<file path="src/rtl/interval_fill.sv">
// interval_fill: scanline span filler feeding a valid/ready pixel stream.
// Optional clipping to H_RES columns is enabled by INTERVAL_FILL_CLIP_EN.
module interval_fill #(
  parameter int CORDW = 9,
  parameter int H_RES = 320
) (
  input  logic             clk,
  input  logic             rst,
  input  logic             start,
  input  logic [CORDW-1:0] y_top,
  input  logic [CORDW-1:0] y_bot,
  output logic             busy,
  output logic             done,
  output logic [CORDW-1:0] query_y,
  input  logic [CORDW-1:0] s,
  input  logic [CORDW-1:0] t,
  output logic             pix_valid,
  input  logic             pix_ready,
  output logic [CORDW-1:0] pix_x,
  output logic [CORDW-1:0] pix_y
);

  typedef enum logic [1:0] {
    IDLE,
    LOAD,
    SPAN,
    DONE
  } state_t;

  localparam logic [CORDW-1:0] ONE  = CORDW'(1);
  localparam logic [CORDW-1:0] XMAX = CORDW'(H_RES - 1);

  state_t           state_q;
  logic [CORDW-1:0] y_q;
  logic [CORDW-1:0] ybot_q;
  logic [CORDW-1:0] x_q;
  logic [CORDW-1:0] xe_q;
  logic             busy_q;
  logic             done_q;
  logic             pix_valid_q;

  logic             empty_d;
  logic [CORDW-1:0] xe_d;
  logic             last_line;

`ifdef INTERVAL_FILL_CLIP_EN
  // Clip the span to the visible columns while the interval is loaded.
  always_comb begin
    empty_d = (s > t) || (s > XMAX);
    xe_d    = (t > XMAX) ? XMAX : t;
  end
`else
  // Spans pass through untouched; H_RES only matters when clipping.
  always_comb begin
    empty_d = (s > t);
    xe_d    = t;
  end

  logic unused_hres;
  assign unused_hres = ^XMAX;
`endif

  assign last_line = (y_q == ybot_q);

  // Fill sequencer: walks lines, loads spans, streams pixels.
  always_ff @(posedge clk or posedge rst) begin
    if (rst) begin
      state_q     <= IDLE;
      y_q         <= '0;
      ybot_q      <= '0;
      x_q         <= '0;
      xe_q        <= '0;
      busy_q      <= 1'b0;
      done_q      <= 1'b0;
      pix_valid_q <= 1'b0;
    end else begin
      done_q <= 1'b0;
      unique case (state_q)
        IDLE: begin
          if (start) begin
            y_q    <= y_top;
            ybot_q <= y_bot;
            busy_q <= 1'b1;
            if (y_top > y_bot) begin
              state_q <= DONE;
              done_q  <= 1'b1;
            end else begin
              state_q <= LOAD;
            end
          end
        end
        LOAD: begin
          xe_q <= xe_d;
          if (empty_d) begin
            if (last_line) begin
              state_q <= DONE;
              done_q  <= 1'b1;
            end else begin
              y_q     <= y_q + ONE;
              state_q <= LOAD;
            end
          end else begin
            x_q         <= s;
            pix_valid_q <= 1'b1;
            state_q     <= SPAN;
          end
        end
        SPAN: begin
          if (pix_ready) begin
            if (x_q == xe_q) begin
              pix_valid_q <= 1'b0;
              if (last_line) begin
                state_q <= DONE;
                done_q  <= 1'b1;
              end else begin
                y_q     <= y_q + ONE;
                state_q <= LOAD;
              end
            end else begin
              x_q <= x_q + ONE;
            end
          end
        end
        DONE: begin
          busy_q  <= 1'b0;
          state_q <= IDLE;
        end
        default: begin
          state_q <= IDLE;
        end
      endcase
    end
  end

  assign busy      = busy_q;
  assign done      = done_q;
  assign pix_valid = pix_valid_q;
  assign query_y   = y_q;
  assign pix_x     = x_q;
  assign pix_y     = y_q;

endmodule

</file>
<file path="config.mk">
export PLATFORM = sky130hd
export DESIGN_NAME = interval_fill
export DESIGN_NICKNAME = d
export VERILOG_FILES = /design/src/rtl/interval_fill.sv
export SDC_FILE = /design/constraint.sdc
export NUM_CORES = 1
export LEC_CHECK = 0
export CAP_MARGIN = 20
export CORE_ASPECT_RATIO = 1.75
export CORE_MARGIN = 2
export CORE_UTILIZATION = 50
export DETAILED_ROUTE_END_ITERATION = 10
export HOLD_SLACK_MARGIN = 0.12
export PLACE_DENSITY = 0.8
export SLEW_MARGIN = 40
export SYNTH_ARGS = -nofsm -noshare
export SYNTH_HDL_FRONTEND = slang
export SYNTH_SLANG_ARGS = --single-unit
export TNS_END_PERCENT = 10
</file>
<file path="constraint.sdc">
create_clock -name clk -period 2.8 [get_ports clk]
set_input_delay 0.7 -clock clk [delete_from_list [all_inputs] [get_ports clk]]
set_output_delay 0.7 -clock clk [all_outputs]
set_load 0.01 [all_outputs]
</file>
# Word-level counts from Yosys, hierarchy flattened
# Index checks and enable logic that the tools add are counted.
# classes
order_cmp	2
eq_ne	11
addsub	2
reduce_logical	10
n_mux	30
# op_table
operator	count
9-bit two-way mux	8
9-bit one-hot mux with 3 select lines	1
9-bit by 1-bit adder with 9-bit output, second input constant	2
9-bit equality test	2
9-bit > comparator	2
9-bit one-hot mux with 2 select lines	1
2-bit two-way mux	6
2-bit != test, second input constant	6
1-bit two-way mux	10
2-bit one-hot mux with 4 select lines	1
4-bit AND reduction	2
5-bit AND reduction	1
2-bit equality test, second input constant	2
1-bit one-hot mux with 2 select lines	2
2-bit AND reduction	2
2-bit nonzero test	2
1-bit one-hot mux with 3 select lines	1
3-bit AND reduction	1
3-bit nonzero test	1
2-bit by 1-bit equality test with 1-bit output, second input constant	1
2-bit logical NOT	1
# word_totals
elab_cells	63
in_bits	40
ff_bits	41
output_inout_bits	30

# Depth between registers and ports, before layout
# logic_depth
ltp_word	5
ltp_mapped	10
mapped_depth_nobuf	8

# Worst setup path before layout
# Ideal clock, no wire load.
# synth_timing
path_kind	input to register
start	input t[8]
end	register y_q[8], in the netlist pix_y[8]
stages	9
path_slack_ns	0.256
setup_time_ns	0.132
arrival_time_ns	2.413
n_path_buf	1
path_cell_list	inv_1 ha_1 nand4_1 or3_1 a21bo_1 nand3_2 clkbuf_4 o21ai_0 or3b_1
# synth_via
elab_chain_cells	3
# synth_lines
item	line	rtl
from (decl)	16	input logic [CORDW-1:0] t,
9-bit > comparator	55	empty_d = (s > t);
2-bit != test (no line)	--	
5-bit AND reduction (no line)	--	
to (signal assigned)	81	y_q <= y_top;
to (signal assigned)	99	y_q <= y_q + ONE;
to (signal assigned)	116	y_q <= y_q + ONE;
to (decl)	34	logic [CORDW-1:0] y_q;
# Every way passes these cells.
# A chain may end at the register's enable or synchronous reset.

# Worst setup path in the final report
# layout_timing
start	input t[3]
end	register y_q[8], in the netlist pix_y[8]
# Same word-level chain as after synthesis.

==> flow_summary.toml <==
[outcome]
status = "completed"

[cells_and_area]
stdcell_area_um2 = 4090
nets = 473
area_growth_pct = 37.0
n_fill_cell = 471
multi_input_area_um2 = 1830
antenna_cells = 0
drive_above_1_share_pct = 16.6
seq_area_um2 = 1030

[sta]
rsz0062_at_grt = "true"
period_minus_slack_ps = 2800
timing.final.crit_share_pct = 99.9
worst_pin_slew_ps = 549
max_freq_mhz = 357
slew_headroom_pct = 63.4
hold_violations = 0
setup_viol_count_final = 0
skew_ps = 5.66
slew_violations = 0

[placed_design]
dpl.hpwl_mm = 6.50
place_congestion = 0.896
postPlaceCellArea_um2 = 3820
port_buffers = 69

[critical_path]
max_stage_delay_ps = 480
path_depth = 9
cp-end-kind = "flip-flop"
worstSetupStartpointType = "input pin"
worst-path-buf-inv = 2
cp_slowest_cell = "clkdlybuf4s50_1"
worstPathCellList = "clkdlybuf4s50_1, inv_1, ha_1, nand4_1, or3_4, a21bo_4, nand3_4, o21ai_1, or3b_1"
cp.arrival_ps = 2980
worstSetupPathType = "input pin to flip-flop"
worst-path-max-fanout = 6
required_ps = 2980
reg2regPathDepth = 8
crit_family = "simple AND/OR/NAND/NOR gates"
r2r_slack_ps = 510

[clock_tree]
cts.clk_slew.worst_paths_ps = 80
numCtsBuffers = 5
cts_buffer_depth = 2
h-tree-depth = 2
root_buffer = "clkbuf_8"
cts_tree = "yes"
insertion_delay_ps = 290
cts_sinks = 41

[die]
rows = 37
coreArea_um2 = 5830
start_util_pct = 51.2
die_w_um = 62.4
die_y_um = 106
die_area_um2 = 6640
io_pins = 70

[logic_synthesis]
synth_nets = 393
yosys-top-cells-count = "dfrtp_1, inv_1, ha_1, nand2_1, o21ai_0"
yosysMostFrequentCell = "dfrtp_1"
syn-instance-count = 329
yosysWarnings = 0
synthTopCellsByArea = "dfrtp_1, ha_1, xor2_1"
synth_area_um2 = 2990
synth_top_area_cell = "dfrtp_1"
synth_seq_cells = 41
ys.flop_type = "dfrtp_1"
synth_edf_count = 0
ys_async_sr_fraction_pct = 100
synthDominantCellAreaShare_pct = 34.3
synth_cell_types = 54
avgSynthCellArea_um2 = 9.09
ys_seq_area_share_pct = 34.3

[hold_path]
holdPathStages = 2
hold_class = "flip-flop to flip-flop"

[grt]
grt_pass1_vias = 2857
grt_pass1_wl_mm = 13.6
grt_max_degree = 42
overflow = 0
antenna_found_initial = 0
grt_usage_pct = 26.1

[detailed_routing]
firstDrtPassIters = 4
antenna_left = 0
drc_errors = 0
finalWirelength_mm = 8.66
routed_via_density = 5.82
post_drt_wl_per_cell_um = 17.7
vias = 2842
drt_iter0_markers = 266

[job]
maxCapViolCount = 0

[power]
ir_drop_mv = 0.789
p_leak_nw = 1.82
power_mw = 4.53
power_density_nw_per_um2 = 1110
## kinds of logic (layout without fill, tap and decap cells)
| group | count (synthesis) | after routing | synth area share (%) |
|---|---|---|---|
| DFF | 41 | 41 | 34.3 |
| AOI/OAI and AO/OA | 88 | 88 | 20.4 |
| xor gates and xnor gates | 18 | 18 | 5.53 |
| and+or+nand+nor | 90 | 90 | 16.0 |
| adders and majority gates | 24 | 24 | 10.0 |
| muxes | 14 | 14 | 5.19 |
| buffers and inverters | 54 | 135 | 8.54 |
## layer usage
metal  track usage (%)  part of all wire [%]  vias to the layer above
met2              49.9                    55                      109
li1                  -                     -                     1329
met5                 0                     0                        -
met3              2.96                   4.5                       29
met1              26.5                    35                     1375
met4              15.4                   5.7                        0
## timing repair
action                                  in CTS  in global routing
endpoints found under the setup margin       3                 21
pin swaps                                    4                  6
hold buffers                                 0                  0
resized for setup                            7                 19
setup buffers                                1                  1
## path summary, 6_finish.rpt
kind	startpoint	to
max	t[3]	pix_y[8]$_DFFE_PP0P_
min	ybot_q[1]$_DFFE_PP0P_	ybot_q[1]$_DFFE_PP0P_
max reg2reg	state_q[0]$_DFFE_PP0P_	pix_x[5]$_DFFE_PP0P_
min reg2reg	ybot_q[1]$_DFFE_PP0P_	ybot_q[1]$_DFFE_PP0P_
max in group asynchronous	rst	state_q[0]$_DFFE_PP0P_
min in group asynchronous	rst	xe_q[2]$_DFFE_PP0P_
## power breakdown
| part | internal [mW] | switching [mW] | leakage, nW |
|---|---|---|---|
| combinational | 1.36 | 1.36 | 1.28 |
| clock | 0.291 | 0.210 | 0.0585 |
| sequential | 0.889 | 0.423 | 0.481 |
| total | 2.54 | 1.99 | 1.82 |
## sequential cells by signal (all words and copies together), names as in the netlist
register / flops
xe_q: 9
pix_valid: 1
pix_y: 9
pix_x: 9
busy: 1
state_q: 2
ybot_q: 9
done: 1
## stage by stage
step / cells / utilization, % / hold slack (ps) / setup TNS, ps / setup WS (ps)
2_1_floorplan: 329 / - / 469 / 0 / 256
3_3_place_gp: 478 / 65.6 / 483 / -3920 / -261
3_5_place_dp: 478 / 65.6 / 498 / -5150 / -384
4_1_cts: 487 / 68.2 / 512 / 0 / 5.24
5_1_grt: 488 / 70.2 / 551 / -731 / -95.6
6_report: 488 / 70.2 / 509 / 0 / 1.42
## worst register-to-register path: stages (launching register included)
cell and delay, ps:
dfrtp_1 440, inv_1 100, ha_1 300, nand2b_1 240, a21boi_0 160, a41oi_2 370
o21ai_4 190, nor2b_1 180, a221oi_1 210
## cell type report
type	instances	share of cell area (%)
tap	78	2.38
inverter	35	3.21
clock buffer	7	2.11
multi-input combinational	234	44.8
sequential	41	25.1
clock inverter	1	0.733
timing repair buffer	92	21.7
## layout by cell type, fill, tap and decap left out, drive strengths merged, types with 7 or more instances in the layout
cell type	instances
inv	35
nand3	13
nand2	24
nand4	7
clkbuf	7
xor2	18
buf	23
nor2b	7
clkdlybuf4s50	65
a221oi	7
a21oi	12
o21ai	36
nor2	19
ha	24
mux2	12
dfrtp	41
(Power assumes the default switching activity.)
==> edit 1 (config.mk and constraints unchanged) <==
Encoding of `state_t`: now one-hot (4 bits for 4 states).
--- a/src/rtl/interval_fill.sv
+++ b/src/rtl/interval_fill.sv
@@ -22,7 +22,7 @@
 
-  typedef enum logic [1:0] {
-    IDLE,
-    LOAD,
-    SPAN,
-    DONE
+  typedef enum logic [3:0] {
+    IDLE = 4'b0001,
+    LOAD = 4'b0010,
+    SPAN = 4'b0100,
+    DONE = 4'b1000
   } state_t;
Behaviour: no difference found for any inputs over 10 cycles, from zero or initial values and one cycle with rst high; not proved beyond that.
==> edit 1 against the original RTL <==
  * Worst setup slack better by 0.088 ns
  * Via count fell by 3.7%
  * Synthesized area fell by 1.1%
  * Largest power group unchanged
  * Wire length is 7.2% lower
  * Final area grew 0.52%
  * Sequential cell count is 2 higher
  * Power fell by 16%
  * Synthesized cell count is 2.1% lower
==> edit 1: results (changes against the original RTL) <==
Power and ir drop
  • Gate power share: 0.504 (-0.096)
  • Int Pwr: 2.30 mW (-9.4%)
  • Reported leakage power: 1.81 nW (-0.85%)

Finish
  • Layout cells sized above 1: 0.196 (+0.0301)
  • Post-route insts no fill: 476 (-2.5%)

Timing
  • Clock Skew: 0.00826 ns (+0.00260 ns)

Yosys
  • Adder-Cell Fraction of Synth Area: 0.0846 (-0.0158)
  • XOR/XNOR Fraction of Synth Area: 0.0559 (+0.000608)
  • Syn Inst Count: 322 (-2.1%)
  • Part of the Yosys area used for sequential elements: 0.364 (+0.0211)
  • Synth top area cells: dfrtp_1 (36%), ha_1 (8.5%), a21oi_1 (4.4%)
  • Synth Area in Compound Gates: 0.194 (-0.00961)
  • Mapped Nets: 382 (-2.8%)

Setup path
  • FF-to-FF Start: pix_x[3]
  • Crit path launch: s[6]
  • R2R Setup Slk: 0.22 ns (-0.29 ns)
  • CP top delay family: buffers and inverters
  • CP max FO: 9 (+3)
  • CP max stage delay: 0.54 ns (+0.06 ns)
  • CP max stage cell: or4b_4

Global routing
  • Grt met2 use: 0.464 (-0.0357)
  • Global-route wire length before repair: 12.6 mm (-7.1%)
  • Met3 usage: 0.0374 (+0.00772)

Worst hold path
  • Hold endpoint: ybot_q[6]
  • Hold path start: ybot_q[6]

Detailed routing
  • Routed WL: 8.03 mm (-7.2%)
  • Met3 wire length: 354 µm (-9.0%)

Status
  • Status: completed

Clock tree
  • Post-CTS Setup Bufs: 2 (+1)
  • Post-CTS Resized: 14 (+7)

Placed design
  • Setup WS pre-CTS: -0.435 ns (-0.0512 ns)
  • Inst Count DP: 461 (-3.6%)
## edit 1: cell types whose count changed after synthesis, moves of 4 or more
cell and delta:
xnor2_1 +8, nor3_1 +6, ha_1 -4, a31oi_1 +4, a2bb2oi_1 -5, o21ai_1 -13
xor2_1 -8, inv_1 -12, and3_1 +4, o2111ai_1 -4, a221oi_1 -5, a21oi_1 +14
## edit 1: layout make-up
type | instances | area, µm² | area share
multi-input cells | 234 | 1790 | 0.436
flip-flops and latches | 43 | 1080 | 0.262
repair buffers | 90 | 927 | 0.225
well taps | 78 | 97.6 | 0.0237
inverters | 23 | 86.3 | 0.0210
clock buffers | 6 | 72.6 | 0.0176
clock inverters | 2 | 60.1 | 0.0146
## edit 1: worst register-to-register path, stage by stage (launching register included)
cell and delay [ns]:
dfrtp_1 0.45, xnor2_1 0.33, nand4_1 0.25, nor4_4 0.44, a21oi_2 0.15, a211oi_4 0.35
clkbuf_16 0.22, o21ai_2 0.05, a22o_1 0.22
==> edit 2 (same settings) <==
Without the edit above. Build with the macro `INTERVAL_FILL_CLIP_EN` defined.
--- a/src/rtl/interval_fill.sv
+++ b/src/rtl/interval_fill.sv
@@ -2,2 +2,4 @@
 // Optional clipping to H_RES columns is enabled by INTERVAL_FILL_CLIP_EN.
+`define INTERVAL_FILL_CLIP_EN
+
 module interval_fill #(
Function: changed (a bounded check fails within 4 cycles, from zero or initial values and one cycle with rst high).
==> edit 2 against the original RTL <==
  * Power is 7.7% lower
  * Register-to-register slack improved by 0.09 ns
  * Core utilization shrank 3.8 points
  * Final area shrank 0.55%
  * Cell count rose by 3.7%
  * Sequential cell count stayed put
  * Maximum frequency grew 0.14%
  * Synthesized area rose by 4.1%
  * Non-clock buffer count increased by 4
  * Worst setup slack gained 0.0038 ns
  * Wire length increased by 5.2%
  * Via count up 6.7%
  * Critical path type unchanged
  * Critical endpoint is now pix_x[5]
==> edit 2: results (changes against the original RTL) <==
Yosys
  • Synth top area cells: dfrtp_1 (33%), ha_1 (9.6%), xor2_1 (4.8%)
  • XOR/XNOR Fraction of Synth Area: 0.0531 (-0.00220)
  • Mapped Nets: 410 (+4.3%)
  • Mux cell area share after synthesis: 0.0201 (-0.0318)
  • Synth Area in Compound Gates: 0.230 (+0.0257)
  • Netlist cell types: 62 (+15%)
  • Syn Inst Count: 346 (+5.2%)
  • Commonest cells in the netlist: dfrtp_1 (41), inv_1 (30), nand2_1 (30)

Setup path
  • Arr. time, crit path: 3.00 ns (+0.02 ns)
  • CP max FO: 3 (-3)
  • Crit path launch: t[4]

Placed design
  • Dpl hpwl: 7.11 mm (+9.4%)
  • Setup WS pre-CTS: -0.284 ns (+0.0997 ns)
  • Inst Count DP: 498 (+4.2%)
  • GPL Wtd Cong: 0.932 (+4.0%)

Timing
  • Final hold slack: 0.514 ns (+0.00539 ns)
  • Clock Skew: 0.00764 ns (+0.00198 ns)
  • FMAX: 0.358 GHz (+0.14%)
  • Slew Limit Headroom: 0.639 (+0.00429)

Power and ir drop
  • Gate power share: 0.583 (-0.017)
  • Comb group: 2.44 mW (-10%)
  • Psw: 1.93 mW (-3.0%)
  • Reported leakage power: 1.81 nW (-0.60%)
  • Peak VDD IR: 0.689 mV (-13%)

Clock tree
  • Clock Latency Late Sink: 0.31 ns (+0.02 ns)

Detailed routing
  • WL/cell: 18.0 µm (+1.5%)
  • Met3 wire length: 425 µm (+9.3%)
  • Vias/cell: 5.99 (+2.9%)
  • Routed WL: 9.11 mm (+5.2%)
  • DRT iter0 DRCs: 226 (-15%)
  • DRT met1 WL: 3.11 mm (+1.8%)

Worst hold path
  • Hold path start: xe_q[7]

Global routing
  • Grt met2 use: 0.523 (+0.0241)
  • Global-route wire length before repair: 14.7 mm (+8.2%)
  • Met3 usage: 0.0489 (+0.0193)

Finish
  • Layout cells sized above 1: 0.141 (-0.0250)

Status
  • Status: completed
[edit 2: layout make-up]
type                       instances  area [µm²]
multi-input combinational        251        1830
clock inverter                     1        5.00
fill                             479        2060
inverter                          30         113
clock buffer                       7        96.3
sequential                        41        1030
timing repair buffer              96         898
tap                               80         100
[edit 2: final timing paths]
path,to,cells after the start
max in group asynchronous,pix_y[3],3
min,xe_q[7],1
max,pix_x[5],9
max reg2reg,pix_x[8],6
min reg2reg,xe_q[7],1
min in group asynchronous,xe_q[1],3
[edit 2: worst max-delay path, stage by stage]
cell,delay [ns]
clkdlybuf4s50_1,0.48
inv_1,0.06
ha_1,0.28
and4_1,0.22
a21o_2,0.24
o211ai_1,0.33
a31oi_1,0.16
or3b_4,0.41
o211a_1,0.11
[edit 2: repair_timing]
item,in CTS,in global routing
setup buffers,0,0
setup endpoints to repair,0,15
resized for setup,0,7
